[config.mk]
export PLATFORM = sky130hd
export DESIGN_NAME = pc_sequencer
export DESIGN_NICKNAME = d
export VERILOG_FILES = /design/src/rtl/pc_sequencer.sv
export SDC_FILE = /design/constraint.sdc
export NUM_CORES = 1
export LEC_CHECK = 0
export ABC_AREA = 1
export CAP_MARGIN = 5
export CORE_ASPECT_RATIO = 0.8
export CORE_UTILIZATION = 52
export CTS_BUF_LIST = sky130_fd_sc_hd__clkbuf_2 sky130_fd_sc_hd__clkbuf_4 sky130_fd_sc_hd__clkbuf_8
export CTS_CLUSTER_DIAMETER = 60
export DETAILED_ROUTE_END_ITERATION = 16
export GPL_TIMING_DRIVEN = 0
export PLACE_DENSITY_LB_ADDON = 0.08
export SYNTH_ARGS = -nofsm -noshare
export SYNTH_HDL_FRONTEND = slang
export SYNTH_SLANG_ARGS = --single-unit
[constraint.sdc]
create_clock -name clk -period 6.45 [get_ports clk]
set_clock_uncertainty 0.05 [all_clocks]
set_input_delay 1.935 -clock clk [delete_from_list [all_inputs] [get_ports clk]]
set_output_delay 1.935 -clock clk [all_outputs]
set_load 0.005 [all_outputs]
[src/rtl/pc_sequencer.sv]
// Fetch-stage PC sequencer: drives instruction-memory requests, holds the
// fetched word for decode and handles branch redirects and pipeline flush.
module pc_sequencer #(
    parameter logic [31:0] RESET_PC     = 32'h0000_0000,
    parameter int unsigned FLUSH_CYCLES = 2
) (
    input  logic        clk,
    input  logic        reset,
    input  logic        stall,
    input  logic        pc_src,
    input  logic [31:0] jump_pc,
    output logic        imem_req,
    output logic [31:0] imem_addr,
    input  logic        imem_ack,
    input  logic [31:0] imem_rdata,
    output logic        if_valid,
    output logic [31:0] if_pc,
    output logic [31:0] if_instr,
    output logic        flush,
    output logic        misalign_err,
    output logic [15:0] redirect_cnt
);

    typedef enum logic [1:0] {IDLE, REQ, HOLD, DROP} state_t;

    state_t      state;
    state_t      state_nx;
    logic [31:0] fetch_pc;
    logic [31:0] pend_pc;
    logic [31:0] target;
    logic [2:0]  flush_cnt;
    logic        redirect;

    assign target   = {jump_pc[31:2], 2'b00};
    assign redirect = pc_src && (state != IDLE);

    always_ff @(posedge clk or posedge reset) begin
        if (reset) state <= IDLE;
        else       state <= state_nx;
    end

    always_comb begin
        state_nx = state;
        unique case (state)
            IDLE: state_nx = REQ;
            REQ: begin
                if (pc_src)        state_nx = imem_ack ? REQ : DROP;
                else if (imem_ack) state_nx = HOLD;
            end
            HOLD: begin
                if (pc_src || !stall) state_nx = REQ;
            end
            DROP: begin
                if (imem_ack) state_nx = REQ;
            end
            default: state_nx = IDLE;
        endcase
    end

    always_comb begin
        imem_req = (state == REQ) || (state == DROP);
        if_valid = (state == HOLD);
    end

    assign imem_addr = fetch_pc;
    assign flush     = (flush_cnt != 3'd0);

    // A late ack for a redirected fetch is dropped; pend_pc holds the newest target.
    always_ff @(posedge clk or posedge reset) begin
        if (reset) begin
            fetch_pc <= RESET_PC;
            pend_pc  <= RESET_PC;
            if_pc    <= 32'h0;
            if_instr <= 32'h0;
        end else begin
            unique case (state)
                REQ: begin
                    if (pc_src) begin
                        if (imem_ack) fetch_pc <= target;
                        else          pend_pc  <= target;
                    end else if (imem_ack) begin
                        if_instr <= imem_rdata;
                        if_pc    <= fetch_pc;
                        fetch_pc <= fetch_pc + 32'd4;
                    end
                end
                HOLD: begin
                    if (pc_src) fetch_pc <= target;
                end
                DROP: begin
                    if (imem_ack) fetch_pc <= pc_src ? target : pend_pc;
                    else if (pc_src) pend_pc <= target;
                end
                default: ;
            endcase
        end
    end

    always_ff @(posedge clk or posedge reset) begin
        if (reset) begin
            flush_cnt    <= 3'd0;
            misalign_err <= 1'b0;
            redirect_cnt <= 16'h0;
        end else begin
            if (redirect)               flush_cnt <= 3'(FLUSH_CYCLES);
            else if (flush_cnt != 3'd0) flush_cnt <= flush_cnt - 3'd1;
            if (redirect && (jump_pc[1:0] != 2'b00)) misalign_err <= 1'b1;
            if (redirect && (redirect_cnt != 16'hFFFF))
                redirect_cnt <= redirect_cnt + 16'd1;
        end
    end

endmodule

# [After elaboration in Yosys (flattened, before gate mapping)]
# Cells that the tools add are included.
# W data, S select, Z words.
[totals] mem_bits_ro=0 out_inout_bits=116 latchBits=0 regBits=150 n_memories=0 wordCells=60 ramBits=0 input_bits=69
[op_classes] addsub=3 n_div=0 bitwise_logic=1 mux=19 multipliers=0 order_cmp=0 shifts=0 n_reduce_logical=17 n_eq_ne=12
[ops] cell="$mux W32" count=9
[ops] cell="$pmux W32 S3" count=1
[ops] cell="$pmux W32 S2" count=1
[ops] cell="$add A32 B3 Y32 const B" count=1
[ops] cell="$add A16 B1 Y16 const B" count=1
[ops] cell="$ne A16 B16 Y1 const B" count=1
[ops] cell="$ne A2 B2 Y1 const B" count=6
[ops] cell="$mux W2" count=5
[ops] cell="$pmux W2 S4" count=1
[ops] cell="$reduce_and A4 Y1" count=2
[ops] cell="$reduce_bool A2 Y1" count=4
[ops] cell="$mux W3" count=2
[ops] cell="$reduce_and A3 Y1" count=2
[ops] cell="$reduce_bool A3 Y1" count=2
[ops] cell="$eq A2 B2 Y1 const B" count=2
[ops] cell="$logic_and A1 B1 Y1" count=3
[ops] cell="$ne A3 B3 Y1 const B" count=1
[ops] cell="$sub A3 B1 Y3 const B" count=1
[ops] cell="$eq A2 B1 Y1 const B" count=1
[ops] cell="$logic_not A2 Y1" count=1
[ops] cell="$logic_or A1 B1 Y1" count=2
[ops] cell="$ne A2 B1 Y1 const B" count=1
[ops] cell="$logic_not A1 Y1" count=1
[ops] cell="$not A1 Y1" count=1

# [Logic depth before layout (Yosys ltp)]
# Gate-level depths: netlist (run 1).
[logic_depth] ltp_word=4 mapped_depth=12 depth_no_buf=12

# [Worst setup path before layout (run 1)]
# No wires, ideal clock.
[synth_path] path_type="input -> register" start="input port pc_src" end="register fetch_pc[3] (netlist: imem_addr[3])" arrival_ns=2.839 t_required_ns=6.313 n_path_buf=3 path_slack_ns=3.473 setup_time_ns=0.087 cell_stages=7 cell_sequence="buf_2 buf_2 buf_2 nand2_1 a21oi_1 a21oi_1 a22oi_1"
[synth_via] elab_chain_cells=3 elab_cells_between_ends=6 cone_classes="eq/ne (1); mux (4); reduce/logical (1)"
[synth_rtl] item="start, declared" line_no="10" source="input logic pc_src,"
[synth_rtl] item="$mux W32"
[synth_rtl] item="$mux W32" line_no="91" source="if (imem_ack) fetch_pc <= pc_src ? target : pend_pc;"
[synth_rtl] item="$pmux W32 S3" line_no="76" source="unique case (state)"
[synth_rtl] item="end signal, assigned" line_no="79" source="if (imem_ack) fetch_pc <= target;"
[synth_rtl] item="end signal, assigned" line_no="84" source="fetch_pc <= fetch_pc + 32'd4;"
[synth_rtl] item="end signal, assigned" line_no="91"
[synth_rtl] item="end, declared" line_no="28" source="logic [31:0] fetch_pc;"
# Parallel ways exist; a longest one is shown, timed or not. The select of a mux whose other input is x is not followed.
# A chain may end at the register's enable or synchronous reset.

# [Final worst setup path (run 1)]
[layout_path] start="register state[1]" end="output port if_valid"
[layout_via] elab_chain_cells=1
[layout_rtl] item="start, declared" line_no="26" source="state_t state;"
[layout_rtl] item="start signal, assigned" line_no="39" source="else state <= state_nx;"
[layout_rtl] item="$eq A2 B2 Y1" line_no="62" source="if_valid = (state == HOLD);"
[layout_rtl] item="end, declared" line_no="16" source="output logic if_valid,"
# Every way passes these cells.

==> results of run 1 <==
## critical path: stages (launching register included)
cell	delay (ns)
sky130_fd_sc_hd__dfrtp_1	0.43
sky130_fd_sc_hd__nand2_1	0.21
sky130_fd_sc_hd__clkbuf_1	0.44
sky130_fd_sc_hd__inv_1	0.16
sky130_fd_sc_hd__clkdlybuf4s50_1	0.48
## state kept, by name, indices dropped and copies added (netlist names)
name          count
redirect_cnt     16
if_instr         32
if_pc            32
pend_pc          32
imem_addr        32
state             2
flush_cnt         3
misalign_err      1
## area by class of cell
cell class                      instances  area, um^2
Fill cell                            1191        4170
Sequential cell                       150        3750
Multi-Input combinational cell        703        3340
Timing Repair Buffer                  184        1860
Inverter                               90         343
Clock buffer                           22         290
Tap cell                              184         230
Buffer                                 46         213
Clock inverter                          9         101
## cells by family after synthesis
logic type	share of synthesized area, %
buffers and inverters	7.21
AND/OR/NAND/NOR	26.7
AO/OA/AOI/OAI	13.6
flip-flops	49.1
XOR/XNOR	2.64
adder cells (fa/ha/maj)	0.655
## metrics by stage
stage          area, um^2  TNS [ns]
6_report            10100         0
4_1_cts             10100         0
2_1_floorplan        7640         0
5_1_grt             10100         0
3_3_place_gp         9700   -253.47
3_5_place_dp         9730         0
## path summary, 6_finish.rpt
check | from | to | cells after the start
worst max register to register | state[0] | imem_addr[7] | 6
worst max-delay path | state[1] | if_valid | 4
max in group asynchronous | reset | pend_pc[29] | 3
worst min register to register | pend_pc[0] | pend_pc[0] | 2
min in group asynchronous | reset | if_instr[31] | 2
worst min-delay path | pend_pc[0] | pend_pc[0] | 2
## synthesized netlist by cell type (all sizes together)
cell type,n,area (um^2)
nand2,365,1410
dfrtp,150,3750
inv,89,334
nor2,83,384
o21ai,83,415
a21oi,52,260
nand3,35,175
buf,23,126
clkbuf,23,86.3
o221ai,22,193
xor2,17,149
a211oi,12,90.1
a22oi,10,75.1
nor3,6,30.0
xnor2,6,52.6
ha,4,50.1
nand4,4,25.0
and2,1,6.26
clkinv,1,3.75
nand3b,1,11.3
nor4,1,6.26
o21bai,1,7.51
## routing by layer
metal	vias to the layer above	wire length (um)	track usage [%]
met4	0	245	9.16
li1	3601	-	-
met3	20	2280	7.25
met5	-	0	0
met1	3503	10100	44.3
met2	356	10000	46.1
## power by group
group	total (mW)	switching, mW	internal, mW	leakage, nW
sequential	1.65	0.344	1.30	1.84
combinational	1.91	0.967	0.939	2.78
clock	0.729	0.351	0.378	0.205
==> impl_metrics.sql, run 1 <==
INSERT INTO impl_metrics (metric_group, metric, value, unit) VALUES
('logic_synthesis', 'synth_seq_area_share', '49.1', '%'),
('sta', 'hold_slack', '0.425', 'ns'),
('global_route', 'grt_remaining_overflow', '0', ''),
('critical_path', 'critPathCaptureType', 'output port', ''),
('power_and_ir_drop', 'total_power', '4.28', 'mW'),
('sta', 'slew_violations', '0', ''),
('finish', 'area.growth.synth_to_final', '32.5', '%'),
('die', 'floorplan.die_area', '0.0152', 'mm^2'),
('sta', 'hold_viol', '0', ''),
('die', 'initial_core_util', '53.4', '%'),
('place', 'gp_congestion', '0.924', ''),
('run', 'max_cap_viol_count', '0', ''),
('logic_synthesis', 'ys_ff_latch', '150', ''),
('place', 'dpl.cell_count', '1357', ''),
('global_route', 'grtUsageTotal', '30.9', '%'),
('die', 'io_pins', '185', ''),
('logic_synthesis', 'synth.avg_cell_area', '7.72', 'um^2'),
('sta', 'timing.fmax', '241', 'MHz'),
('finish', 'drive_above_1_share', '7.06', '%'),
('global_route', 'antenna_found_initial', '0', ''),
('logic_synthesis', 'synth_fp_nets', '1062', ''),
('sta', 'finalSetupViolCount', '0', ''),
('critical_path', 'critical_path_peak_fanout', '10', ''),
('routing', 'drt_pre_antenna_iters', '6', ''),
('critical_path', 'worst_setup_path_start_kind', 'flop', ''),
('routing', 'drt_first_iter_violations', '525', ''),
('critical_path', 'timing.setup.critical_path_class', 'flop to output port', ''),
('routing', 'total_wire_length_after_detailed_routing', '22600', 'um'),
('finish', 'layout.nets', '1265', ''),
('place', 'detailed_place_hpwl', '16900', 'um'),
('critical_path', 'rrSetupSlack', '4.37', 'ns'),
('clock_tree', 'post_cts_setup_inserts', '0', ''),
('global_route', 'grt_start_max_net_pins', '88', ''),
('die', 'rows', '39', ''),
('logic_synthesis', 'synth_area', '0.00764', 'mm^2'),
('clock_tree', 'ctsLongestPathBuffers', '2', ''),
('die', 'die_height', '110', 'um'),
('sta', 'worstMarginPinSlew', '0.790', 'ns'),
('die', 'dieWidth', '138', 'um'),
('place', 'detailedPlace.worstSlack', '2.71', 'ns'),
('sta', 'final_critical_path_setup_slack', '2.29', 'ns'),
('power_and_ir_drop', 'static-leakage-power', '4.83', 'nW'),
('finish', 'layout.cells.most_common', 'sky130_fd_sc_hd__nand2_1', ''),
('finish', 'postLayoutCoreUtil', '70.8', '%'),
('finish', 'final-instance-count-excl-fill', '1388', ''),
('clock_tree', 'postCtsResizedCells', '0', ''),
('clock_tree', 'ctsRootBufferMaster', 'sky130_fd_sc_hd__clkbuf_8', ''),
('global_route', 'vias_in_the_first_global_route', '6866', ''),
('routing', 'routedWlPerCell', '16.3', 'um'),
('critical_path', 'required', '4.47', 'ns'),
('worst_hold_path', 'timing.hold.worst.class', 'flop to flop', ''),
('clock_tree', 'cts.sinks', '150', ''),
('clock_tree', 'clock_tree_from_tritoncts', 'done', ''),
('routing', 'detail_route.vias_per_cell', '5.39', ''),
('sta', 'timing.final.crit_period', '4.16', 'ns'),
('logic_synthesis', 'yosysWarningCount', '0', ''),
('clock_tree', 'clock_tree.htree_level_count', '4', ''),
('status', 'status', 'completed', ''),
('clock_tree', 'clk_pin_slew_worst_paths', '0.08', 'ns'),
('die', 'core', '0.0143', 'mm^2'),
('critical_path', 'critPathArrivalTime', '2.17', 'ns'),
('sta', 'grt_setup_unrepaired', 'false', ''),
('routing', 'final_antenna_net_count', '0', ''),
('clock_tree', 'cts_made_buffers', '17', ''),
('power_and_ir_drop', 'vdd_drop_max', '239', 'uV'),
('sta', 'post_route_clock_period_utilization', '64.4', '%'),
('power_and_ir_drop', 'power_per_cell_area', '423', 'mW/mm^2'),
('finish', 'final_cell_mix', 'sky130_fd_sc_hd__nand2_1 (355), sky130_fd_sc_hd__clkdlybuf4s50_1 (183), sky130_fd_sc_hd__dfrtp_1 (150)', ''),
('clock_tree', 'hold_buf_count_cts', '0', ''),
('logic_synthesis', 'synth.distinct_cells', '30', ''),
('routing', 'vias', '7480', ''),
('routing', 'drt_drc_violations_left', '0', ''),
('global_route', 'grt_pass1_wl', '35700', 'um'),
('place', 'place.port_buffers', '183', ''),
('logic_synthesis', 'post_synth_inst_count', '989', ''),
('clock_tree', 'worst_skew_pair_later_pin_latency', '0.45', 'ns'),
('sta', 'relSlewSlack', '47.3', '%'),
('finish', 'antenna_cells_inserted', '0', '');
Power figures use the tool's default switching activity.
==> run 2: changes to the inputs <==
--- a/config.mk
+++ b/config.mk
@@ -8,7 +8,7 @@
 export ABC_AREA = 1
 export CAP_MARGIN = 5
 export CORE_ASPECT_RATIO = 0.8
-export CORE_UTILIZATION = 52
+export CORE_UTILIZATION = 47
 export CTS_BUF_LIST = sky130_fd_sc_hd__clkbuf_2 sky130_fd_sc_hd__clkbuf_4 sky130_fd_sc_hd__clkbuf_8
 export CTS_CLUSTER_DIAMETER = 60
 export DETAILED_ROUTE_END_ITERATION = 16
==> constraint.sdc (replaced) <==
create_clock -name clk -period 3.5 [get_ports clk]
set_clock_uncertainty 0.05 [all_clocks]
set_input_delay 1.05 -clock clk [delete_from_list [all_inputs] [get_ports clk]]
set_output_delay 1.05 -clock clk [all_outputs]
set_load 0.005 [all_outputs]
==> run 2 against run 1 <==
  * Non-clock buffer count grew 2
  * Largest power group unchanged
  * Final cell count rose by 2.4%
  * Total power rose by 85%
  * Sequential power up 83%
==> impl_metrics.sql, run 2 (synthesis results as in run 1) <==
INSERT INTO impl_metrics (metric_group, metric, value, unit) VALUES
('finish', 'multiInputGateArea', '0.00334', 'mm^2'),
('worst_hold_path', 'timing.hold.worst.class', 'flop to flop', ''),
('die', 'core', '0.0159', 'mm^2'),
('critical_path', 'timing.rr.start', 'state[0]', ''),
('die', 'rows', '41', ''),
('routing', 'final_antenna_net_count', '0', ''),
('clock_tree', 'worst_skew_pair_later_pin_latency', '0.46', 'ns'),
('sta', 'final_critical_path_setup_slack', '0.253', 'ns'),
('global_route', 'grt_remaining_overflow', '0', ''),
('sta', 'slew_violations', '0', ''),
('critical_path', 'critPathCaptureType', 'output port', ''),
('status', 'status', 'completed', ''),
('sta', 'setup_tns', '0', 'ns'),
('clock_tree', 'postCtsResizedCells', '0', ''),
('critical_path', 'critPathArrivalTime', '2.15', 'ns'),
('die', 'initial_core_util', '48.2', '%'),
('finish', 'antenna_cells_inserted', '0', ''),
('finish', 'area.growth.synth_to_final', '33.7', '%'),
('routing', 'drt_pre_antenna_iters', '5', ''),
('sta', 'grt_setup_unrepaired', 'false', ''),
('routing', 'drt_first_iter_violations', '513', ''),
('finish', 'layout.nets', '1267', ''),
('sta', 'worstMarginPinSlew', '0.868', 'ns'),
('clock_tree', 'hold_buf_count_cts', '0', ''),
('clock_tree', 'clock_tree.htree_level_count', '4', ''),
('finish', 'fillCellCount', '1394', ''),
('global_route', 'grt_pass1_wl', '35800', 'um'),
('sta', 'hold_slack', '0.426', 'ns'),
('critical_path', 'worst_setup_path_start_kind', 'flop', ''),
('critical_path', 'timing.setup.critical_path_class', 'flop to output port', ''),
('global_route', 'vias_in_the_first_global_route', '6743', ''),
('run', 'max_cap_viol_count', '0', ''),
('worst_hold_path', 'hold_start', 'pend_pc[0]', ''),
('power_and_ir_drop', 'power_per_cell_area', '776', 'mW/mm^2'),
('clock_tree', 'post_cts_setup_inserts', '0', ''),
('sta', 'timing.fmax', '308', 'MHz'),
('clock_tree', 'ctsLongestPathBuffers', '2', ''),
('power_and_ir_drop', 'vdd_drop_max', '401', 'uV'),
('power_and_ir_drop', 'static-leakage-power', '4.83', 'nW'),
('critical_path', 'cp_top_family', 'buffers and inverters', ''),
('routing', 'vias', '7330', ''),
('finish', 'layout.area.seq', '0.00375', 'mm^2'),
('sta', 'timing.final.crit_period', '3.25', 'ns'),
('global_route', 'antenna_found_initial', '0', ''),
('sta', 'hold_viol', '0', ''),
('sta', 'finalSetupViolCount', '0', ''),
('place', 'placed_cell_area', '0.00980', 'mm^2'),
('critical_path', 'crit_slowest_cell', 'sky130_fd_sc_hd__clkdlybuf4s50_1', ''),
('routing', 'routedWlPerCell', '16.0', 'um'),
('global_route', 'grt_start_max_net_pins', '42', ''),
('clock_tree', 'cts.sinks', '150', ''),
('finish', 'final_area', '0.0102', 'mm^2'),
('routing', 'detail_route.vias_per_cell', '5.16', ''),
('place', 'detailedPlace.worstSlack', '0.613', 'ns'),
('finish', 'layout.cells.most_common', 'sky130_fd_sc_hd__nand2_1', ''),
('place', 'detailed_place_hpwl', '17300', 'um'),
('global_route', 'grtUsageTotal', '28.3', '%'),
('critical_path', 'critical_path_peak_fanout', '10', ''),
('die', 'die_height', '116', 'um'),
('finish', 'final_cell_mix', 'sky130_fd_sc_hd__nand2_1 (355), sky130_fd_sc_hd__clkdlybuf4s50_1 (183), sky130_fd_sc_hd__dfrtp_1 (150)', ''),
('routing', 'total_wire_length_after_detailed_routing', '22700', 'um'),
('clock_tree', 'cts_made_buffers', '17', ''),
('critical_path', 'crit_chain', 'nand2_1, clkbuf_1, inv_1, clkdlybuf4s50_1', ''),
('critical_path', 'required', '2.40', 'ns'),
('sta', 'post_route_clock_period_utilization', '92.8', '%'),
('finish', 'drive_above_1_share', '7.21', '%'),
('place', 'gp_congestion', '0.890', ''),
('routing', 'drt_drc_violations_left', '0', ''),
('place', 'place.port_buffers', '183', ''),
('die', 'dieWidth', '145', 'um'),
('sta', 'relSlewSlack', '42.0', '%'),
('critical_path', 'max_stage_delay', '0.47', 'ns'),
('clock_tree', 'ctsRootBufferMaster', 'sky130_fd_sc_hd__clkbuf_8', ''),
('critical_path', 'critical_path.n_buffers_inverters', '3', ''),
('die', 'floorplan.die_area', '0.0168', 'mm^2'),
('clock_tree', 'clock_tree_from_tritoncts', 'done', ''),
('clock_tree', 'clk_pin_slew_worst_paths', '0.08', 'ns'),
('power_and_ir_drop', 'total_power', '7.93', 'mW'),
('die', 'io_pins', '185', ''),
('critical_path', 'setup.worst_path.start', 'state[1]', '');
==> run 2: cell count changes in the layout (fill, tap and decap cells not counted) <==
cell,previous run,this run
sky130_fd_sc_hd__clkinv_2,5,3
sky130_fd_sc_hd__clkinvlp_4,1,4
sky130_fd_sc_hd__clkbuf_8,20,18
sky130_fd_sc_hd__buf_16,1,0
sky130_fd_sc_hd__buf_12,0,3
sky130_fd_sc_hd__clkbuf_4,2,1
sky130_fd_sc_hd__clkinv_4,1,2
sky130_fd_sc_hd__bufinv_16,2,3
==> run 2: power by group <==
group          switching, mW  internal [mW]  total (mW)
Combinational           1.76           1.73        3.49
Clock                  0.680          0.727        1.41
Sequential             0.624           2.40        3.02
==> run 2: cell type report <==
type / count / share of cell area (%)
clock buffer: 19 / 2.50
timing repair buffer: 186 / 18.5
buffer: 46 / 2.08
multi-input combinational: 703 / 32.7
tap: 215 / 2.63
inverter: 90 / 3.34
clock inverter: 12 / 1.51
sequential: 150 / 36.8
==> run 2: worst reg2reg max path: stages, from the launching register on <==
cell                       delay, ns
sky130_fd_sc_hd__dfrtp_1        0.38
sky130_fd_sc_hd__buf_4          0.18
sky130_fd_sc_hd__nand2_1        0.24
sky130_fd_sc_hd__clkbuf_1       0.46
sky130_fd_sc_hd__o221ai_1       0.21
sky130_fd_sc_hd__a21oi_1        0.26
sky130_fd_sc_hd__a22oi_1        0.11
==> run 2: worst paths after layout <==
check / end / slack, ns / cells past startpoint
worst min register to register: pend_pc[0] / 0.43 / 2
min in group asynchronous: imem_addr[0] / 1.05 / 2
worst max register to register: imem_addr[7] / 1.49 / 6
worst min-delay path: pend_pc[0] / 0.43 / 2
worst max-delay path: if_valid / 0.25 / 4
max in group asynchronous: if_instr[16] / 1.39 / 4
==> run 2: routing by layer <==
metal | track usage (%) | share of wire [%] | vias to the layer above
li1 | - | - | 3596
met2 | 42.5 | 43 | 332
met4 | 9.05 | 1.3 | 0
met3 | 5.62 | 8.2 | 24
met1 | 41.0 | 47 | 3378
met5 | 0 | 0 | -
==> run 2: per-stage QoR <==
step           utilization (%)  cells
5_1_grt                   64.4   1421
6_report                  64.4   1421
3_5_place_dp              61.9   1390
3_3_place_gp              61.5   1387
4_1_cts                   64.4   1421
2_1_floorplan                -    989
